File: config.mk
export PLATFORM = sky130hd
export DESIGN_NAME = ysyx_23060286_lsu_flat
export DESIGN_NICKNAME = d
export VERILOG_FILES = /design/src/rtl/ysyx_23060286_lsu_if.sv /design/src/rtl/ysyx_23060286_lsu.sv /design/src/flat_wrapper.sv
export SDC_FILE = /design/constraint.sdc
export NUM_CORES = 1
export LEC_CHECK = 0
export BUFFER_PORTS_ARGS = -buffer_cell sky130_fd_sc_hd__buf_4
export CORE_ASPECT_RATIO = 1.4
export CORE_MARGIN = 2
export CORE_UTILIZATION = 45
export CTS_BUF_LIST = sky130_fd_sc_hd__clkbuf_4 sky130_fd_sc_hd__clkbuf_8
export CTS_CLUSTER_DIAMETER = 40
export CTS_CLUSTER_SIZE = 16
export DETAILED_ROUTE_END_ITERATION = 10
export PLACE_DENSITY_LB_ADDON = 0.2
export SYNTH_ARGS = -nofsm -noshare
export SYNTH_HDL_FRONTEND = slang
export SYNTH_SLANG_ARGS = --single-unit
File: constraint.sdc
create_clock -name clk -period 4.5 [get_ports clk]
set_input_delay 0.675 -clock clk [delete_from_list [all_inputs] [get_ports clk]]
set_output_delay 0.675 -clock clk [all_outputs]
set_load 0.005 [all_outputs]
File: src/rtl/ysyx_23060286_lsu_if.sv
// Data-memory bus between the LSU (master) and memory (slave): valid/ready request, valid-only response.
interface ysyx_23060286_lsu_if #(
  parameter int ADDR_W = 32
);
  logic              mem_req_valid;
  logic              mem_req_ready;
  logic              mem_we;
  logic [ADDR_W-1:0] mem_addr;
  logic [31:0]       mem_wdata;
  logic [3:0]        mem_wstrb;
  logic              mem_resp_valid;
  logic [31:0]       mem_rdata;

  modport master (
    output mem_req_valid, mem_we, mem_addr, mem_wdata, mem_wstrb,
    input  mem_req_ready, mem_resp_valid, mem_rdata
  );

  modport slave (
    input  mem_req_valid, mem_we, mem_addr, mem_wdata, mem_wstrb,
    output mem_req_ready, mem_resp_valid, mem_rdata
  );
endinterface

File: src/rtl/ysyx_23060286_lsu.sv
// Load/store unit: one aligned byte/half/word access per op, returns the extended load result; >=3 cycles accept->done.
// Stalls the core from acceptance to done; holds the request until mem_req_ready, bounded response wait.
module ysyx_23060286_lsu #(
  parameter int ADDR_W  = 32,
  parameter int TIMEOUT = 255
) (
  input  logic              clk,
  input  logic              rst,
  input  logic              in_valid,
  output logic              in_ready,
  input  logic              in_we,
  input  logic [2:0]        in_funct3,
  input  logic [ADDR_W-1:0] in_addr,
  input  logic [31:0]       in_wdata,
  output logic              stall,
  output logic              done,
  output logic              err,
  output logic [31:0]       rdata,
  ysyx_23060286_lsu_if.master mem
);
  typedef enum logic [1:0] {IDLE, REQ, WAIT_RESP, FINISH} state_t;

  localparam int CW = $clog2(TIMEOUT + 2);
  localparam logic [CW-1:0] CNT_ONE = 1;

  state_t            state, state_nxt;
  logic [CW-1:0]     cnt;
  logic              op_we;
  logic [2:0]        op_f3;
  logic [1:0]        op_sel;
  logic              err_q;
  logic [31:0]       rdata_q;
  logic              req_we;
  logic [ADDR_W-1:0] req_addr;
  logic [31:0]       req_wdata;
  logic [3:0]        req_wstrb;

  logic        f3_ok, misalign, acc_bad, timeout_hit;
  logic [31:0] st_wdata, ld_data;
  logic [3:0]  st_wstrb;
  logic [7:0]  ld_byte;
  logic [15:0] ld_half;

  // Stores only have byte/half/word encodings; the unsigned variants are load-only.
  always_comb begin
    f3_ok    = in_we ? (in_funct3 inside {3'b000, 3'b001, 3'b010})
                     : (in_funct3 inside {3'b000, 3'b001, 3'b010, 3'b100, 3'b101});
    misalign = ((in_funct3[1:0] == 2'b01) && in_addr[0]) ||
               ((in_funct3 == 3'b010) && (in_addr[1:0] != 2'b00));
    acc_bad  = !f3_ok || misalign;
  end

  always_comb begin
    st_wdata = in_wdata;
    st_wstrb = 4'b1111;
    case (in_funct3[1:0])
      2'b00: begin
        st_wdata = {4{in_wdata[7:0]}};
        st_wstrb = 4'b0001 << in_addr[1:0];
      end
      2'b01: begin
        st_wdata = {2{in_wdata[15:0]}};
        st_wstrb = in_addr[1] ? 4'b1100 : 4'b0011;
      end
      default: ;
    endcase
    if (!in_we) begin
      st_wdata = '0;
      st_wstrb = '0;
    end
  end

  always_comb begin
    ld_byte = mem.mem_rdata[8*op_sel +: 8];
    ld_half = mem.mem_rdata[16*op_sel[1] +: 16];
    case (op_f3)
      3'b000:  ld_data = {{24{ld_byte[7]}}, ld_byte};
      3'b001:  ld_data = {{16{ld_half[15]}}, ld_half};
      3'b100:  ld_data = {24'd0, ld_byte};
      3'b101:  ld_data = {16'd0, ld_half};
      default: ld_data = mem.mem_rdata;
    endcase
  end

  assign timeout_hit = (TIMEOUT != 0) && (32'(cnt) == 32'(TIMEOUT - 1));

  always_comb begin
    state_nxt     = state;
    in_ready      = 1'b0;
    stall         = 1'b0;
    done          = 1'b0;
    err           = 1'b0;
    mem.mem_req_valid = 1'b0;
    case (state)
      IDLE: begin
        in_ready = 1'b1;
        if (in_valid) state_nxt = acc_bad ? FINISH : REQ;
      end
      REQ: begin
        stall             = 1'b1;
        mem.mem_req_valid = 1'b1;
        if (mem.mem_req_ready) state_nxt = WAIT_RESP;
      end
      WAIT_RESP: begin
        stall = 1'b1;
        if (mem.mem_resp_valid || timeout_hit) state_nxt = FINISH;
      end
      FINISH: begin
        done      = 1'b1;
        err       = err_q;
        state_nxt = IDLE;
      end
      default: state_nxt = IDLE;
    endcase
  end

  always_ff @(posedge clk or negedge rst) begin
    if (!rst) begin
      state     <= IDLE;
      cnt       <= '0;
      op_we     <= 1'b0;
      op_f3     <= 3'b000;
      op_sel    <= 2'b00;
      err_q     <= 1'b0;
      rdata_q   <= '0;
      req_we    <= 1'b0;
      req_addr  <= '0;
      req_wdata <= '0;
      req_wstrb <= '0;
    end else begin
      state <= state_nxt;
      case (state)
        IDLE: if (in_valid) begin
          op_we  <= in_we;
          op_f3  <= in_funct3;
          op_sel <= in_addr[1:0];
          err_q  <= acc_bad;
          cnt    <= '0;
          if (!acc_bad) begin
            req_we    <= in_we;
            req_addr  <= {in_addr[ADDR_W-1:2], 2'b00};
            req_wdata <= st_wdata;
            req_wstrb <= st_wstrb;
          end
        end
        WAIT_RESP: begin
          cnt <= cnt + CNT_ONE;
          // A response in the timeout cycle still counts as a clean completion.
          if (mem.mem_resp_valid) begin
            err_q <= 1'b0;
            if (!op_we) rdata_q <= ld_data;
          end else if (timeout_hit) begin
            err_q   <= 1'b1;
            rdata_q <= '0;
          end
        end
        default: ;
      endcase
    end
  end

  assign rdata         = rdata_q;
  assign mem.mem_we    = req_we;
  assign mem.mem_addr  = req_addr;
  assign mem.mem_wdata = req_wdata;
  assign mem.mem_wstrb = req_wstrb;
endmodule

File: src/flat_wrapper.sv
// flat-port wrapper written by rule: the top's interface ports become plain ports
module ysyx_23060286_lsu_flat 
#(
  parameter int ADDR_W  = 32,
  parameter int TIMEOUT = 255
)
  (clk, rst, in_valid, in_ready, in_we, in_funct3, in_addr, in_wdata, stall, done, err, rdata, mem_mem_req_valid, mem_mem_we, mem_mem_addr, mem_mem_wdata, mem_mem_wstrb, mem_mem_req_ready, mem_mem_resp_valid, mem_mem_rdata);
  ysyx_23060286_lsu_if #(.ADDR_W(ADDR_W)) mem_i ();
  input  logic clk;
  input  logic rst;
  input  logic in_valid;
  output logic in_ready;
  input  logic in_we;
  input  logic [2:0] in_funct3;
  input  logic [ADDR_W-1:0] in_addr;
  input  logic [31:0] in_wdata;
  output logic stall;
  output logic done;
  output logic err;
  output logic [31:0] rdata;
  output wire logic [$bits(mem_i.mem_req_valid)-1:0] mem_mem_req_valid;
  output wire logic [$bits(mem_i.mem_we)-1:0] mem_mem_we;
  output wire logic [$bits(mem_i.mem_addr)-1:0] mem_mem_addr;
  output wire logic [$bits(mem_i.mem_wdata)-1:0] mem_mem_wdata;
  output wire logic [$bits(mem_i.mem_wstrb)-1:0] mem_mem_wstrb;
  input wire logic [$bits(mem_i.mem_req_ready)-1:0] mem_mem_req_ready;
  input wire logic [$bits(mem_i.mem_resp_valid)-1:0] mem_mem_resp_valid;
  input wire logic [$bits(mem_i.mem_rdata)-1:0] mem_mem_rdata;
  assign mem_mem_req_valid = mem_i.mem_req_valid;
  assign mem_mem_we = mem_i.mem_we;
  assign mem_mem_addr = mem_i.mem_addr;
  assign mem_mem_wdata = mem_i.mem_wdata;
  assign mem_mem_wstrb = mem_i.mem_wstrb;
  assign mem_i.mem_req_ready = mem_mem_req_ready;
  assign mem_i.mem_resp_valid = mem_mem_resp_valid;
  assign mem_i.mem_rdata = mem_mem_rdata;
  ysyx_23060286_lsu #(.ADDR_W(ADDR_W), .TIMEOUT(TIMEOUT)) u_core (.clk(clk), .rst(rst), .in_valid(in_valid), .in_ready(in_ready), .in_we(in_we), .in_funct3(in_funct3), .in_addr(in_addr), .in_wdata(in_wdata), .stall(stall), .done(done), .err(err), .rdata(rdata), .mem(mem_i));
endmodule
==> results of run 1 <==
==> per-layer routing <==
metal	GRT usage	part of all wire	up-vias
li1	-	-	2103
met1	0.270	0.37	2264
met2	0.394	0.52	184
met3	0.0745	0.071	34
met4	0.101	0.029	0
met5	0	0	-
==> registers in the layout (all words and copies together), names as in the netlist, 2 cells and up <==
register              cells
u_core.cnt                9
u_core.mem.mem_addr      30
u_core.mem.mem_wdata     32
u_core.mem.mem_wstrb      4
u_core.op_f3              3
u_core.op_sel             2
u_core.rdata             32
u_core.state              2
==> logic make-up after synthesis <==
logic type      count (synthesis)  share of synthesized area
compound gates                123                      0.169
xor+xnor                        6                    0.00972
fa+ha+maj                       6                     0.0139
buf+inv                        42                     0.0377
flops                         117                      0.542
mux                            70                      0.140
other cells                     1                   0.000694
simple gates                   97                     0.0870
==> synth_stat cells, types with 2 or more instances <==
master / count / area, um2
dfrtp_1: 117 / 2930
nand2_1: 47 / 176
mux2_2: 35 / 394
mux2i_1: 34 / 340
o21ai_0: 29 / 145
nor2_1: 25 / 93.8
a221o_1: 17 / 170
a22o_1: 16 / 140
buf_2: 15 / 75.1
a21oi_1: 11 / 55.1
inv_1: 10 / 37.5
o2bb2ai_1: 10 / 87.6
a2bb2oi_1: 9 / 78.8
clkbuf_1: 9 / 33.8
o22ai_1: 8 / 50.1
o221ai_1: 7 / 61.3
ha_1: 6 / 75.1
nand2b_1: 6 / 37.5
o21ai_1: 5 / 25.0
xnor2_1: 4 / 35.0
buf_4: 3 / 22.5
nand3_1: 3 / 15.0
nor4b_1: 3 / 26.3
a221oi_1: 2 / 17.5
buf_6: 2 / 22.5
nand4_1: 2 / 12.5
nor3_1: 2 / 10.0
nor3b_1: 2 / 15.0
o21a_1: 2 / 15.0
xor2_1: 2 / 17.5
==> power by group <==
group	internal, mW	total [mW]	switching (mW)
Combinational	1.07	1.82	0.750
Clock	0.634	1.09	0.451
Sequential	1.51	1.85	0.342
Total	3.21	4.76	1.54
==> cell type report <==
| type | count | share of cell area |
|---|---|---|
| inverter | 11 | 0.00551 |
| tap | 147 | 0.0245 |
| clock buffer | 19 | 0.0340 |
| multi-input combinational | 304 | 0.305 |
| sequential | 117 | 0.390 |
| clock inverter | 13 | 0.0262 |
| timing repair buffer | 212 | 0.214 |
==> placed cells by master, fill, tap and decap left out, drive strengths merged, types with 2 or more instances in the layout <==
cell and instances:
nand2b 6, a21oi 11, ha 6, a22o 16, mux2i 34, a221oi 3
nor4b 4, nor3b 2, o2bb2ai 10, clkinvlp 2, xnor2 4, o22ai 8
o21a 2, nand4 3, o21ai 34, bufinv 4, clkinv 4, xor2 2
inv 14, a2bb2oi 9, nand3 3, clkbuf 19, nand2 47, a221o 17
mux2 35, dfrtp 117, o221ai 7, conb 2, nor3 2, buf 212
nor2 25
==> worst paths after layout <==
path	end	slack, ns	depth (start not counted)
hold reg to reg	u_core.mem.mem_wdata[13]$_DFFE_PN0P_	0.48	2
max in group asynchronous	u_core.mem.mem_wdata[6]$_DFFE_PN0P_	3.30	2
min in group clk	u_core.mem.mem_addr[11]$_DFFE_PN0P_	0.47	2
setup / recovery	u_core.rdata[27]$_DFFE_PN0P_	1.92	6
setup reg to reg	u_core.rdata[27]$_DFFE_PN0P_	1.92	6
hold / removal	u_core.cnt[2]$_DFFE_PN0P_	0.30	1
==> critical path: cells and delay by family (launching register included) <==
kind,cells,cell delay (ns)
compound gates,3,1.24
fa+ha+maj,1,0.33
buf+inv,1,0.10
flops,1,0.41
simple gates,1,0.42
==> reports/results.txt, run 1 <==
Count of nets after finishing: 774. The run finished with clean final reports. The die boundary width was 96.6 um; the number of violations reported at the end of detailed-routing iteration 0 was 183. Counting the fill cells in the layout gives 979. For the final database, setup skew stands at 0.00945 ns. Final number of max-transition violations: 0.

After detailed routing, the total wire length is 14700 um. The logs give 0.43 ns for the later-pin clock latency in the skew report and 462 for the number of instances in the synthesized netlist. Post-CTS repair changed the size of 0 cells. For this run, the leading register cell type out of synthesis is dfrtp_1. Sequential cell area fraction in the yosys report: 0.542.

The tools report the minimum hold slack as 0.301 ns. TritonCTS built the clock tree. Initial antenna violation count: 0. The critical path startpoint was u_core.state[0]$_DFFE_PN0P_. For the share of the core filled with cells, the log shows 0.638. The root buffer cell chosen for the clock tree is clkbuf_8. The number of antenna diodes in the final layout is 0. For the wire length of the first global-routing pass, the log shows 24200 um. The footprint of the flip-flops and latches was 0.00293 mm2. The final worst-path cycle share is 0.574, and the level count of the clock H-tree is 4.

The worst setup path is launched from a flip-flop. The final instance count without filler cells is 823, and the half-perimeter wire length after detailed placement is 10900 um. The area enclosed by the die boundary is 0.0129 mm2. The largest fanout on the critical path came out at 16. The worst min-delay path class is in2async. The post-synthesis to final-layout area growth was 38.7%. Setup repair after global routing left no endpoint under its margin. The async set-or-reset flop fraction in the synthesized netlist works out to 1.00. The run gives 0.331 as the normalized max-slew margin. The register bit total from synthesis came out at 117.

Clock-pin slew was measured on the worst setup and hold paths at 0.07 ns. The final route contains 4585 vias. The Yosys step of the flow raised 0 warnings. The worst path needs 2.58 ns of the cycle, external delays included. The logs give 0 for the post-cts hold buffer count and 4.76 mW for the total power.

Post-CTS setup-driven buffer insertion count: 0. The total area of multi-input combinational cells was 0.00229 mm2. The startpoint of the worst-slack reg-to-reg timing path is u_core.state[0]$_DFFE_PN0P_.

The mapped netlist covers 0.00541 mm2. The share of post-route cells with drive strength above 1 came out at 0.425. The run gives 0 as the antenna violation net count after detailed routing. The synthesized netlist contains 49 unique library cells. The number of maximum-capacitance constraint violations is 0, and the post-synthesis average cell area is 11.7 um2. After detailed routing, the number of remaining DRC violations is 0. The floorplan has 47 rows. The cell leakage power is 3.68 nW. For this design the ratio of total power to cell area is 635 mW/mm2. Summing all placed instances gives a cell area of 0.00705 mm2.

The routed length per instance was 17.9 um; the number of buffers on the longest clock path was 2. The average via count per standard cell works out to 5.57. The logs give 0 for the remaining global-route overflow and 1.92 ns for the final critical-path setup slack. The number of I/O pins came out at 211. At the pin with the least slew margin, the transition time is 1.00 ns. Traced cell by cell, the critical path runs through inv_1, ha_1, nand3b_1, a2111oi_0, o21a_1, a221o_1. The count of flip-flops with a built-in enable after synthesis is 0, and the worst slack after detailed placement is 1.90 ns.

Summing all non-filler instances in the final layout gives an area of 0.00750 mm2. Setup violations remaining at the end of the flow were counted as 0. For the data required time of the worst path, the log shows 4.86 ns. Critical path start-end classification: reg2reg. The routability congestion estimate from global placement was 0.840; the longest individual stage delay on the worst path was 0.53 ns.

The total track usage is 0.232, and the worst path arrival time is 2.94 ns. The number of clock buffers added by TritonCTS is 17. Entering global routing, the biggest net connects 57 pins. For this run, the detailed router's first-pass iteration total came to 4.

The tools report the count of endpoints failing hold in the final timing report as 0. The number of port buffers came out at 208. The cell at the slowest stage of the critical path was a2111oi_0. The number of global-route vias before repair is 4838, and the cell count after placement is 791. The clock drives 117 sinks.

The logs give 387 MHz for the maximum clock frequency and 0 ns for the final-layout setup total negative slack. In this run the standard cell core region covers 0.0118 mm2. The tools report the sort of element at the end of the critical path as a flip-flop.

The worst IR drop on VDD was 329 uV; the die outline height was 134 um. Effective utilization at floorplan: 0.460.
Note: power is estimated with default switching activity, not from simulation.
==> run 2: changes to the inputs <==
--- a/config.mk
+++ b/config.mk
@@ -5,6 +5,7 @@
 export SDC_FILE = /design/constraint.sdc
 export NUM_CORES = 1
 export LEC_CHECK = 0
+export ABC_AREA = 1
 export BUFFER_PORTS_ARGS = -buffer_cell sky130_fd_sc_hd__buf_4
 export CORE_ASPECT_RATIO = 1.4
 export CORE_MARGIN = 2
==> constraint.sdc (replaced) <==
create_clock -name clk -period 2.3 [get_ports clk]
set_input_delay 0.345 -clock clk [delete_from_list [all_inputs] [get_ports clk]]
set_output_delay 0.345 -clock clk [all_outputs]
set_load 0.005 [all_outputs]
==> reports/results.txt, run 2 <==
The flow ran to the end, and the final reports show no timing, DRC or antenna violations. The final wirelength was 16400 um (was 14700 um). Largest fanout on the critical path: 8 (was 16). The worst min-delay path class is in2reg (was in2async). The run gives 34 (was 49) as the number of distinct library cells after synthesis.

Most area-consuming cells after synthesis: dfrtp_1 49%, nand2_1 25%, nor2_1 4.6%, inv_1 2.7%, nand3_1 2.5% (was dfrtp_1 54%, mux2_2 7.3%, mux2i_1 6.3%, nand2_1 3.3%, a221o_1 3.1%). The level count of the clock H-tree came out at 4 (unchanged). The setup-violating endpoint count in the final report is 0 (unchanged), and the die outline height is 141 um (was 134 um).

The async set-or-reset flop fraction in the synthesized netlist is 1.00 (unchanged), and the share of post-route cells with drive strength above 1 is 0.281 (was 0.425). The logs give 0.00602 mm2 (was 0.00541 mm2) for the synthesized area and 0.615 (was 0.638) for the share of the core filled with cells. The logs give 517 MHz (was 387 MHz) for the maximum clock frequency and 0.37 ns (was 1.92 ns) for the minimum setup slack among reg-to-reg paths. The most used flip-flop cell after synthesis was dfrtp_1 (unchanged).

The cell leakage power is 4.60 nW (was 3.68 nW). The run gives 17 (unchanged) as the TritonCTS buffer count. The run gives 0.238 (was 0.232) as the total track usage.

The logs give 11900 um (was 10900 um) for the half-perimeter wire length after detailed placement and 0.487 (was 0.542) for the sequential cell area fraction in the yosys report. The top-area cell type share of the netlist area came out at 0.487 (was 0.542). The cell depth of the worst flop-to-flop path was 9 (was 6).

The count of filler cells inserted in the layout was 1242 (was 979); the count of endpoints failing hold in the final timing report was 0 (unchanged). Worst path arrival time: 2.26 ns (was 2.94 ns). The time the final worst path needs with I/O delays and setup came out at 1.93 ns (was 2.58 ns). Startpoint of the worst-slack reg-to-reg timing path: u_core.state[0]$_DFFE_PN0P_ (unchanged).

The tools report the final-layout setup total negative slack as 0 ns (unchanged). The sort of element at the end of the critical path is a flip-flop (unchanged). The wire length of the first global-routing pass is 26900 um (was 24200 um), and the antenna violation net count after detailed routing is 0 (unchanged). Detailed-routing iteration count for the pre-antenna-repair pass: 6 (was 4).

The register bit total from synthesis works out to 117 (unchanged). The total area of multi-input combinational cells is 0.00265 mm2 (was 0.00229 mm2). The root buffer selected by CTS is clkbuf_8 (unchanged).

The clock slew seen by the registers of the worst setup and hold paths works out to 0.08 ns (was 0.07 ns). The via total after detailed routing is 5816 (was 4585), and the number of violations reported at the end of detailed-routing iteration 0 is 249 (was 183). The run gives 0.0132 mm2 (was 0.0118 mm2) as the core box area. The run gives 0.860 (was 0.840) as the routability congestion estimate from global placement. Cell with the most instances after synthesis: nand2_1 (was dfrtp_1).

Worst IR drop on VDD: 577 uV (was 329 uV). The leading cell type in the layout, fill and taps excluded is nand2_1 (was buf_4). The element type at the critical path start was a flip-flop (unchanged).

The residual DRC count was 0 (unchanged); the transition time of the tightest slew-check pin was 0.665 ns (was 1.00 ns). Post-synth top cells: 401 x nand2_1, 117 x dfrtp_1, 74 x nor2_1, 44 x inv_1, 30 x nand3_1 (was 117 x dfrtp_1, 47 x nand2_1, 35 x mux2_2, 34 x mux2i_1, 29 x o21ai_0). The worst hold path terminates at u_core.mem.mem_addr[7]$_DFFE_PN0P_.

The final worst-path cycle share was 0.841 (was 0.574). TritonCTS built the clock tree. The footprint of the flip-flops and latches was 0.00293 mm2 (unchanged); the post-synthesis average cell area was 7.41 um2 (was 11.7 um2).

The run gives 812 (was 462) as the number of instances in the synthesized netlist. The number of I/O pins was 211 (unchanged). The logs give 0 (unchanged) for the final number of max-transition violations and 50 (was 47) for the total number of placement rows. The tools report the number of buffers on the longest clock path as 2 (unchanged). The count of flip-flops with a built-in enable after synthesis came out at 0 (unchanged). Cell type with the largest total area after synthesis: dfrtp_1 (unchanged). Setup repair after global routing left no endpoint under its margin. Effective utilization at floorplan: 0.456 (was 0.460).

For the post-cts repair resize count, the log shows 0 (unchanged). The power density of the placed cells was 1200 mW/mm2 (was 635 mW/mm2); the maximum number of pins on one net before global-route repair was 37 (was 57). The run gives 5606 (was 4838) as the number of global-route vias before repair. For the number of clock sinks, the log shows 117 (unchanged). The average via count per standard cell came out at 4.80 (was 5.57).

The worst hold path stage count is 3. The later-pin clock latency in the skew report was 0.44 ns (was 0.43 ns); the routed length per instance was 13.5 um (was 17.9 um). For the remaining global-route overflow, the log shows 0 (unchanged).

The initial antenna violation count is 0 (unchanged), and the total power is 9.74 mW (was 4.76 mW). The number of port buffers was 208 (unchanged). The run gives 0.557 (was 0.331) as the normalized max-slew margin. In this run the most critical hold path is launched from in_addr[7]. The worst clock skew is 0.00921 ns (was 0.00945 ns). The critical path start-end classification is reg2reg (unchanged).

The run gives 2.63 ns (was 4.86 ns) as the data required time of the worst path. Worst reg2reg path endpoint: u_core.err_q$_DFFE_PN0P_ (was u_core.rdata[27]$_DFFE_PN0P_). The tools report the synthesis warning total as 0 (unchanged).

For the total inserted antenna cells, the log shows 0 (unchanged). The post-CTS setup-driven buffer insertion count came out at 0 (unchanged). The die boundary width is 102 um (was 96.6 um), and the area enclosed by the die boundary is 0.0143 mm2 (was 0.0129 mm2).

The post-synthesis to final-layout area growth came out at 34.9% (was 38.7%). For the count of nets after finishing, the log shows 1128 (was 774). Highest-count cells in the layout ignoring fill and taps: 401 x nand2_1, 218 x buf_4, 117 x dfrtp_1 (was 211 x buf_4, 117 x dfrtp_1, 47 x nand2_1). The number of maximum-capacitance constraint violations came out at 0 (unchanged).
[run 2: changes by cell type after synthesis, sizes merged, moves of 17 or more]
cell | before | now
mux2i | 34 | 0
nand3 | 3 | 43
mux2 | 35 | 0
inv | 10 | 51
nand2 | 47 | 409
nor2 | 25 | 79
a221o | 17 | 0
[run 2: what timing repair did]
action,CTS,global route
hold buffers,1,0
hold endpoints to repair,32,0
endpoints found under the setup margin,0,0
[run 2: kinds of logic after synthesis]
family                     count (synthesis)  share of synthesized area
buffers and inverters                     87                     0.0734
other                                      1                   0.000623
AOI/OAI and AO/OA                         50                     0.0462
DFF                                      117                      0.487
adders and majority gates                  6                     0.0125
and+or+nand+nor                          551                      0.381
[run 2: metal layers]
layer  part of all wire  wire (um)  track usage
met1               0.39       6440        0.290
met2               0.51       8330        0.397
met3              0.074       1210       0.0649
met4              0.024        394       0.0932
met5                  0          0            0
[run 2: worst max-delay path by stage]
stage	startpoint	end	slack [ns]	cells after the start
6_report	u_core.state[0]$_DFFE_PN0P_	u_core.err_q$_DFFE_PN0P_	0.37	9
5_1_grt	u_core.state[0]$_DFFE_PN0P_	u_core.err_q$_DFFE_PN0P_	0.12	9
4_1_cts	u_core.state[0]$_DFFE_PN0P_	u_core.err_q$_DFFE_PN0P_	0.38	9
3_5_place_dp	u_core.state[0]$_DFFE_PN0P_	u_core.err_q$_DFFE_PN0P_	0.39	9
3_3_place_gp	u_core.state[0]$_DFFE_PN0P_	u_core.err_q$_DFFE_PN0P_	0.41	9
2_1_floorplan	u_core.state[0]$_DFFE_PN0P_	u_core.mem.mem_wdata[18]$_DFFE_PN0P_	0.75	9
[run 2: final cells by class]
class / instances / area share
tap: 182 / 0.0281
timing repair buffer: 221 / 0.208
multi-input combinational: 609 / 0.326
clock buffer: 17 / 0.0288
sequential: 117 / 0.361
inverter: 51 / 0.0245
clock inverter: 15 / 0.0237
[run 2: report_power, final]
group          total, mW  leakage [nW]  switching [mW]  internal (mW)
combinational       4.14          2.88            2.16           1.98
sequential          3.56          1.50           0.607           2.96
clock               2.04         0.214           0.937           1.10
total               9.74          4.60            3.71           6.03
[run 2: worst max-delay path, stage by stage, from the launching register on]
cell	delay [ns]
dfrtp_1	0.42
inv_1	0.09
ha_1	0.35
inv_1	0.17
o21ai_2	0.33
inv_1	0.18
nor2_1	0.13
nand2_1	0.06
nand2_1	0.06
inv_1	0.04
[run 2: through the flow]
stage / area [um2] / hold WS (ns) / setup slack (ns) / std cells
6_report: 8120 / 0.0908 / 0.367 / 1212
5_1_grt: 8120 / 0.0743 / 0.122 / 1212
4_1_cts: 8120 / 0.0659 / 0.378 / 1212
3_5_place_dp: 7680 / 0.351 / 0.391 / 1179
3_3_place_gp: 7680 / 0.350 / 0.408 / 1179
2_1_floorplan: 6020 / 0.0494 / 0.754 / 813
==> run 3: changes to the inputs <==
--- a/config.mk
+++ b/config.mk
@@ -5,7 +5,7 @@
 export SDC_FILE = /design/constraint.sdc
 export NUM_CORES = 1
 export LEC_CHECK = 0
-export ABC_AREA = 1
+export ABC_AREA = 0
 export BUFFER_PORTS_ARGS = -buffer_cell sky130_fd_sc_hd__buf_4
 export CORE_ASPECT_RATIO = 1.4
 export CORE_MARGIN = 2
==> constraint.sdc (replaced) <==
create_clock -name clk -period 1.8 [get_ports clk]
set_input_delay 0.27 -clock clk [delete_from_list [all_inputs] [get_ports clk]]
set_output_delay 0.27 -clock clk [all_outputs]
set_load 0.005 [all_outputs]
==> reports/results.txt, run 3 (synthesis gave the netlist of run 1 again) <==
The flow ran to the end, and the final reports show no timing, DRC or antenna violations. The run gives 2.08 ns (was 2.26 ns) as the worst path arrival time. The run gives 830 uV (was 577 uV) as the worst IR drop on VDD.

The number of global-route vias before repair is 5125 (was 5606), and the initial antenna violation count is 0 (unchanged). The die boundary width came out at 96.6 um (was 102 um). The number of clock sinks was 117 (unchanged); the effective utilization at floorplan was 0.460 (was 0.456). For the final wirelength, the log shows 16100 um (was 16400 um). The logs give 47 (was 50) for the total number of placement rows and 0.0347 ns (was 0.367 ns) for the final critical-path setup slack. The area enclosed by the die boundary was 0.0129 mm2 (was 0.0143 mm2); the time the final worst path needs with I/O delays and setup was 1.77 ns (was 1.93 ns). The routed length per instance came out at 18.4 um (was 13.5 um).

Via total after detailed routing: 4817 (was 5816). The element type at the critical path start is a flip-flop (unchanged). The startpoint of the worst-slack reg-to-reg timing path was u_core.op_sel[1]$_DFFE_PN0P_ (was u_core.state[0]$_DFFE_PN0P_). The average via count per standard cell was 5.52 (was 4.80); the level count of the clock H-tree was 4 (unchanged). The run gives 0 (unchanged) as the count of endpoints failing hold in the final timing report.

The number of buffers on the longest clock path came out at 2 (unchanged). The data required time of the worst path was 2.12 ns (was 2.63 ns); the die outline height was 134 um (was 141 um). The tools report the routability congestion estimate from global placement as 0.828 (was 0.860). The critical path start-end classification was reg2reg (unchanged). The clock slew seen by the registers of the worst setup and hold paths is 0.08 ns (about the same), and the largest fanout on the critical path is 8 (unchanged).

Total inserted antenna cells: 0 (unchanged). The core box area was 0.0118 mm2 (was 0.0132 mm2). The final worst-path cycle share works out to 0.981 (was 0.841). The tools report the count of filler cells inserted in the layout as 916 (was 1242). The tools report the total placed instance area as 0.00738 mm2 (was 0.00768 mm2).

The number of violations reported at the end of detailed-routing iteration 0 was 219 (was 249); the post-synthesis to final-layout area growth was 48.7% (was 34.9%). The worst slack after detailed placement is -0.389 ns (was 0.391 ns). The run gives 0 (unchanged) as the final number of max-transition violations.

The tools report the number of maximum-capacitance constraint violations as 0 (unchanged). Endpoint of the most critical setup path: u_core.rdata[31]$_DFFE_PN0P_ (was u_core.err_q$_DFFE_PN0P_). Highest-count cells in the layout ignoring fill and taps: 249 x buf_4, 116 x dfrtp_1, 46 x nand2_1 (was 401 x nand2_1, 218 x buf_4, 117 x dfrtp_1). The share of post-route cells with drive strength above 1 is 0.481 (was 0.281), and the cell leakage power is 3.96 nW (was 4.60 nW). The worst reg2reg path endpoint was u_core.rdata[31]$_DFFE_PN0P_ (was u_core.err_q$_DFFE_PN0P_). Residual DRC count: 0 (unchanged). The worst min-delay path class is in2reg (unchanged). The transition time of the tightest slew-check pin works out to 0.541 ns (was 0.665 ns). The worst hold path stage count is 2 (was 3), and the half-perimeter wire length after detailed placement is 11600 um (was 11900 um). The cell depth of the worst flop-to-flop path is 4 (was 9). The run gives 211 (unchanged) as the number of I/O pins. The logs give 0.03 ns (was 0.37 ns) for the minimum setup slack among reg-to-reg paths and 12.6 mW (was 9.74 mW) for the total power.

The total track usage is 0.242 (was 0.238), and the maximum number of pins on one net before global-route repair is 39 (was 37). For the detailed-routing iteration count for the pre-antenna-repair pass, the log shows 4 (was 6). The root buffer selected by CTS is clkbuf_8 (unchanged). Power density of the placed cells: 1570 mW/mm2 (was 1200 mW/mm2).

The tools report the normalized max-slew margin as 0.640 (was 0.557). Setup-violating endpoint count in the final report: 0 (unchanged). The run gives 0.0134 ns (was 0.00921 ns) as the worst clock skew. The sort of element at the end of the critical path is a flip-flop (unchanged).

The run gives 0 (unchanged) as the remaining global-route overflow. Count of nets after finishing: 824 (was 1128). For the maximum clock frequency, the log shows 566 MHz (was 517 MHz). For the share of the core filled with cells, the log shows 0.684 (was 0.615). Number of port buffers: 208 (unchanged).

The tools report the TritonCTS buffer count as 17 (unchanged). The logs give 25100 um (was 26900 um) for the wire length of the first global-routing pass and 0 (unchanged) for the antenna violation net count after detailed routing. The area of all placed cells without fillers came out at 0.00804 mm2 (was 0.00812 mm2). The leading cell type in the layout, fill and taps excluded was buf_4 (was nand2_1). The critical path startpoint was u_core.op_sel[1]$_DFFE_PN0P_ (was u_core.state[0]$_DFFE_PN0P_). TritonCTS built the clock tree. The later-pin clock latency in the skew report came out at 0.44 ns (about the same).
-- run 3: changes by cell type in the layout (fill, tap and decap cells not counted), moves of 9 or more --
cell	previous run	this run
mux2i_1	0	33
a2bb2oi_1	0	9
mux2_2	0	35
nand3_1	30	3
a221o_1	0	17
o2bb2ai_1	0	10
a22o_1	0	16
nand3_2	12	0
nor2_1	74	22
nand2_1	401	46
buf_4	218	249
inv_1	44	8
-- run 3: stage by stage --
stage / hold slack (ns) / instances / setup TNS, ns
after floorplan: -0.0256 / 463 / 0
after global placement: 0.280 / 829 / -6.80
after detailed placement: 0.292 / 829 / -10.82
after CTS: 0.0384 / 867 / -0.00241
after global routing: 0.0427 / 873 / -0.131
final: 0.0587 / 873 / 0
-- run 3: what timing repair did --
action / CTS / global route
cloned: 0 / 2
hold endpoints to repair: 35 / 0
pin swaps: 0 / 4
setup buffers: 5 / 4
hold buffers: 1 / 0
resized for setup: 9 / 14
setup endpoints to repair: 86 / 34
-- run 3: worst min-delay path by stage --
stage	slack, ns	from	endpoint
floorplan	-0.03	rst	u_core.cnt[0]$_DFFE_PN0P_
global placement	0.28	rst	u_core.cnt[3]$_DFFE_PN0P_
detailed placement	0.29	rst	u_core.cnt[3]$_DFFE_PN0P_
CTS	0.04	in_addr[21]	u_core.mem.mem_addr[21]$_DFFE_PN0P_
global route	0.04	in_addr[29]	u_core.mem.mem_addr[29]$_DFFE_PN0P_
finish	0.06	in_addr[29]	u_core.mem.mem_addr[29]$_DFFE_PN0P_
-- run 3: routing by layer --
layer / vias up / GRT usage / routed length, um
li1: 2204 / - / -
met1: 2344 / 0.259 / 5640
met2: 216 / 0.435 / 8720
met3: 53 / 0.0672 / 1060
met4: 0 / 0.121 / 637
met5: - / 0 / 0
-- run 3: cell type report --
type / count / area (um2) / area share
Clock buffer: 21 / 289 / 0.0359
Sequential cell: 117 / 2930 / 0.364
Timing Repair Buffer: 261 / 2060 / 0.256
Inverter: 11 / 43.8 / 0.00545
Clock inverter: 11 / 149 / 0.0185
Multi-Input combinational cell: 305 / 2390 / 0.297
Tap cell: 147 / 184 / 0.0229
-- run 3: power by group --
group          switching [mW]  leakage (nW)  total, mW  internal (mW)
Sequential              0.753          1.48       4.52           3.77
Combinational            2.25          2.27       5.45           3.20
Clock                    1.11         0.214       2.63           1.52
-- run 3: worst max-delay path, stage by stage, from the launching register on --
cell	delay, ns
dfrtp_2	0.39
mux4_2	0.55
o21a_2	0.28
clkbuf_16	0.17
a221o_1	0.26
